`config.mk`:
```
export PLATFORM = sky130hd
export DESIGN_NAME = lsu_mem_port
export DESIGN_NICKNAME = d
export VERILOG_FILES = /design/src/rtl/lsu_mem_port.sv
export SDC_FILE = /design/constraint.sdc
export NUM_CORES = 1
export LEC_CHECK = 0
export ABC_AREA = 1
export BUFFER_PORTS_ARGS = -buffer_cell sky130_fd_sc_hd__buf_4
export CAP_MARGIN = 20
export CORE_UTILIZATION = 45
export CTS_CLUSTER_DIAMETER = 120
export DETAILED_ROUTE_END_ITERATION = 10
export PLACE_DENSITY = 0.79
export SLEW_MARGIN = 20
export SYNTH_ARGS = -nofsm -noshare
export SYNTH_HDL_FRONTEND = slang
export SYNTH_SLANG_ARGS = --single-unit
export TNS_END_PERCENT = 100
```
`constraint.sdc`:
```
create_clock -name clk -period 1.5 [get_ports clk]
set_input_delay 0 -clock clk [delete_from_list [all_inputs] [get_ports clk]]
set_output_delay 0 -clock clk [all_outputs]
set_load 0.02 [all_outputs]
```
`src/rtl/lsu_mem_port.sv`:
```
// Load/store port: decodes mem_store/mem_load, issues one word-wide req/ack access,
// steers store bytes onto lanes and extracts/extends load data.
module lsu_mem_port #(
    parameter int TIMEOUT_CYCLES = 16
) (
    input  logic        clk,
    input  logic        rst_n,
    input  logic        start,
    input  logic [1:0]  mem_store,
    input  logic [2:0]  mem_load,
    input  logic [31:0] addr,
    input  logic [31:0] wdata,
    output logic        busy,
    output logic        done,
    output logic [31:0] rdata,
    output logic        misalign,
    output logic        illegal,
    output logic        bus_err,
    output logic        bus_req,
    output logic        bus_we,
    output logic [31:0] bus_addr,
    output logic [3:0]  bus_be,
    output logic [31:0] bus_wdata,
    input  logic        bus_ack,
    input  logic [31:0] bus_rdata
);

    typedef enum logic [1:0] {IDLE, REQ, DONE} state_t;

    localparam int CW = (TIMEOUT_CYCLES > 1) ? $clog2(TIMEOUT_CYCLES + 1) : 1;
    localparam logic [CW-1:0] TIMEOUT_LIMIT = CW'(TIMEOUT_CYCLES);

    state_t        state_reg;
    logic [CW-1:0] cnt_reg;
    logic [1:0]    lane_reg;
    logic [1:0]    size_reg;     // 0 byte, 1 halfword, 2 word
    logic          sext_reg;
    logic          is_load_reg;

    logic          store_act, load_act, is_noop, is_illegal, is_misal, sext_d;
    logic [1:0]    size_d;
    logic [3:0]    be_d;
    logic [31:0]   wd_d;
    logic [7:0]    byte_sel;
    logic [15:0]   half_sel;
    logic [31:0]   load_val;
    logic [CW-1:0] cnt_next;

    assign busy     = (state_reg != IDLE);
    assign done     = (state_reg == DONE);
    assign bus_req  = (state_reg == REQ);
    assign cnt_next = cnt_reg + CW'(1);

    always_comb begin
        store_act  = (mem_store != 2'b11);
        load_act   = (mem_load != 3'b111);
        is_noop    = !store_act && !load_act;
        // 101/110 are illegal on their own; any load code next to a store is illegal
        is_illegal = (mem_load == 3'b101) || (mem_load == 3'b110) || (store_act && load_act);
        size_d     = 2'd0;
        sext_d     = 1'b0;
        if (store_act) begin
            size_d = mem_store;
        end else begin
            case (mem_load)
                3'b000:  begin size_d = 2'd0; sext_d = 1'b1; end
                3'b001:  begin size_d = 2'd1; sext_d = 1'b1; end
                3'b010:  size_d = 2'd2;
                3'b011:  size_d = 2'd0;
                3'b100:  size_d = 2'd1;
                default: size_d = 2'd0;
            endcase
        end
        is_misal = ((size_d == 2'd1) && addr[0]) || ((size_d == 2'd2) && (addr[1:0] != 2'b00));
        case (size_d)
            2'd0:    begin be_d = 4'b0001 << addr[1:0];               wd_d = {4{wdata[7:0]}};  end
            2'd1:    begin be_d = addr[1] ? 4'b1100 : 4'b0011;       wd_d = {2{wdata[15:0]}}; end
            default: begin be_d = 4'b1111;                           wd_d = wdata;            end
        endcase
    end

    always_comb begin
        byte_sel = bus_rdata[8*lane_reg +: 8];
        half_sel = bus_rdata[16*lane_reg[1] +: 16];
        case (size_reg)
            2'd0:    load_val = {{24{sext_reg & byte_sel[7]}}, byte_sel};
            2'd1:    load_val = {{16{sext_reg & half_sel[15]}}, half_sel};
            default: load_val = bus_rdata;
        endcase
    end

    always_ff @(posedge clk or negedge rst_n) begin
        if (!rst_n) begin
            state_reg   <= IDLE;
            cnt_reg     <= '0;
            lane_reg    <= 2'b00;
            size_reg    <= 2'd0;
            sext_reg    <= 1'b0;
            is_load_reg <= 1'b0;
            rdata       <= 32'h0;
            misalign    <= 1'b0;
            illegal     <= 1'b0;
            bus_err     <= 1'b0;
            bus_we      <= 1'b0;
            bus_addr    <= 32'h0;
            bus_be      <= 4'h0;
            bus_wdata   <= 32'h0;
        end else begin
            case (state_reg)
                IDLE: begin
                    if (start && !is_noop) begin
                        if (is_illegal) begin
                            illegal   <= 1'b1;
                            state_reg <= DONE;
                        end else if (is_misal) begin
                            misalign  <= 1'b1;
                            state_reg <= DONE;
                        end else begin
                            lane_reg    <= addr[1:0];
                            size_reg    <= size_d;
                            sext_reg    <= sext_d;
                            is_load_reg <= !store_act;
                            bus_we      <= store_act;
                            bus_addr    <= {addr[31:2], 2'b00};
                            bus_be      <= be_d;
                            bus_wdata   <= wd_d;
                            cnt_reg     <= '0;
                            state_reg   <= REQ;
                        end
                    end
                end
                REQ: begin
                    if (bus_ack) begin
                        if (is_load_reg) begin
                            rdata <= load_val;
                        end
                        cnt_reg   <= '0;
                        state_reg <= DONE;
                    end else if ((TIMEOUT_CYCLES != 0) && (cnt_next == TIMEOUT_LIMIT)) begin
                        bus_err   <= 1'b1;
                        rdata     <= 32'h0;
                        cnt_reg   <= '0;
                        state_reg <= DONE;
                    end else begin
                        cnt_reg <= cnt_next;
                    end
                end
                DONE: begin
                    misalign  <= 1'b0;
                    illegal   <= 1'b0;
                    bus_err   <= 1'b0;
                    state_reg <= IDLE;
                end
                default: state_reg <= IDLE;
            endcase
        end
    end

endmodule

```
==> results.ini <==
[outcome]
run_status = finished, violations left
violations = negative setup slack

[yosys]
synth_top_area_share_pct = 49.8
synth_sequential_area_ratio_pct = 49.8
synth_area_mm2 = 0.00578
syn_avg_cell_area_um2 = 7.55
synthFlopType = dfrtp_1
synth.top_cells.by_area = dfrtp_1 (50%), nand2_1 (26%), nand3_1 (5.9%), buf_6 (2.3%), inv_1 (2.0%)
yosysWarningCount = 0
ys_async_sr_fraction_pct = 100
synth_edf_count = 0
ys_ff_latch = 115
synth_top_cell_by_area = dfrtp_1
synthCells = 766
yosysUniqueCellTypes = 30
synth_common_cells = nand2_1 (398), dfrtp_1 (115), nand3_1 (68)
yosysMostFrequentCell = nand2_1

[placed_design]
gp_congestion = 0.869
pre_cts_ws_ps = -64.8
placed_area_mm2 = 0.00776
portBuffers = 209
post-dp-hpwl_um = 12200

[sta]
max_freq_ghz = 0.642
fin_crit_ps = 1560
fin_crit_sh_pct = 104
worst_slack_ps = -58.5
setup_violations = 33
grt_setup_unrepaired = true
slew_viol_final = 0
fin_skew_ps = 8.23
hold_ws_ps = 23.2
hold_viol_final = 0

[finish]
fin_util_pct = 77.2
fin_area_mm2 = 0.00970
drive_gt1_share_pct = 32.7
fillers = 828
antenna_cells = 0
multi_input_area_mm2 = 0.00274
reg_top3 = bus_wdata: 32 flops, rdata: 32 flops, bus_addr: 30 flops
area_growth_pct = 67.7
regArea_mm2 = 0.00288
nNetsFinal = 1221

[clock_network]
h-tree-depth = 4
clk_latency_ps = 410
clockBufferDepth = 2
root_buffer = clkbuf_16
clock_sinks = 115
cts-buffers-inserted = 17
clk_pin_slew_worst_paths_ps = 50
cts_tree = built

[detailed_routing]
first_pass_iters = 6
num_vias = 6654
drc = 0
drtIter0Drc = 518
wl_um = 20800
avgViaCountPerCell = 5.13
post_drt_wl_per_cell_um = 16.0
ant_nets = 0

[pwr]
internal_power_uw = 10500
power.leakage_uw = 0.00521
swShare_pct = 39.0
clockPowerShare_pct = 25.0
p_per_area_mw_per_mm2 = 1770
p_comb_share_pct = 44.4
vdd_drop_max_mv = 1.07
total_power_uw = 17200
switching_power_uw = 6700
p_seq_share_pct = 30.5

[floorplanning]
fp.dieW_um = 115
core-area_mm2 = 0.0126
dieArea_mm2 = 0.0133
row_count = 41
initial_core_util_pct = 46.0
die_y_um = 115
ios = 212

[grt]
grt_pass1_wl_um = 31100
antenna_found_initial = 0
grt_max_degree = 67
grt_pass1_vias = 6546
grt_overflow_total = 0
grt_use_total_pct = 30.5

[worst_setup_path]
r2r_slack_ps = -60
arrival_ps = 1910
critPathCapture = rdata[12]
r2r_start = cnt_reg[0]
crit_path_start = cnt_reg[0]
worstSetupEndpointType = flop
crit_chain = ha_4 -> nand2_4 -> inv_4 -> nand3_4 -> a21oi_4 -> a21oi_4 -> clkbuf_16 -> nand2_1 -> nand2_1
cp_slowest_cell = dfrtp_1
rr_endpoint = rdata[12]
max_stage_delay_ps = 410
cp_data_required_time_ps = 1850
r2r_cells = 9
cp_max_fo = 8
path_class = flop to flop
startpoint_type = flop

[min_path]
hp-class = input pin to flop

[run]
max_cap_viol_count = 0

-- metal layers --
metal | global-route usage (%) | routed length [um] | vias up
met2 | 52.9 | 10600 | 379
met3 | 6.54 | 1530 | 92
met1 | 35.0 | 7730 | 3074
met5 | 0 | 0 | -
li1 | - | - | 3109
met4 | 17.1 | 944 | 0
-- critical path: cells and delay by family, from the launching register on --
family                     cells  cell delay, ps
adders and majority gates      1             200
and+or+nand+nor                4             270
buffers and inverters          2             290
AOI/OAI and AO/OA              2             320
DFF                            1             410
-- area by class of cell --
class,count,area share (%)
clock inverter,13,1.90
multi-input combinational,580,28.2
clock buffer,18,4.53
timing repair buffer,361,31.9
inverter,37,1.57
tap,172,2.22
sequential,115,29.7
-- placed cells by master (no fill, tap or decap), types with 7 or more instances in the layout --
cell,count
inv_2,7
nand3_1,64
a21oi_1,11
dlygate4sd3_1,101
buf_12,7
o21ai_0,13
nor2_1,22
inv_1,26
nand2_2,27
clkbuf_16,18
or2_2,14
o21ai_1,12
nand2_1,367
buf_4,246
dfrtp_1,114
-- metrics by stage --
| step | setup TNS (ps) | std cells |
|---|---|---|
| CTS | -13.3 | 1290 |
| finish | -857 | 1296 |
| global placement | -40.4 | 1157 |
| detailed placement | -1010 | 1157 |
| global route | -3710 | 1296 |
| floorplan | -51.4 | 767 |
-- timing repair --
action | in CTS | in global routing
buffers inserted | 1 | 4
endpoints found under the hold margin | 214 | 0
setup endpoints to repair | 81 | 114
pin swaps | 0 | 10
hold buffers | 101 | 0
gates resized for setup | 10 | 57
cloned | 0 | 2
-- power groups by stage --
stage | registers, uW | clock network (uW) | logic, uW
6_report | 5240 | 4300 | 7630
5_1_grt | 5370 | 4460 | 8240
4_1_cts | 5160 | 4310 | 7340
3_5_place_dp | 5140 | 0 | 7110
3_3_place_gp | 5180 | 0 | 6930
2_1_floorplan | 6410 | 0 | 2570
-- how the worst min path moves through the flow --
stage / endpoint / slack, ps / from / depth (start not counted)
global placement: rdata[10] / -150 / rst_n / 1
finish: rdata[13] / 20 / bus_rdata[13] / 5
global route: rdata[10] / 50 / bus_rdata[10] / 5
detailed placement: rdata[10] / -150 / rst_n / 1
CTS: rdata[13] / 10 / bus_rdata[13] / 5
floorplan: bus_addr[10] / -300 / rst_n / 0
-- cell families after synthesis --
family	Yosys count	share of synthesized area, %
other	1	0.0648
adder cells (fa/ha/maj)	4	0.865
AO/OA/AOI/OAI	55	5.63
AND/OR/NAND/NOR	518	36.6
buffers and inverters	72	6.90
multiplexers	1	0.173
flip-flops	115	49.8
Power figures use the tool's default switching activity.
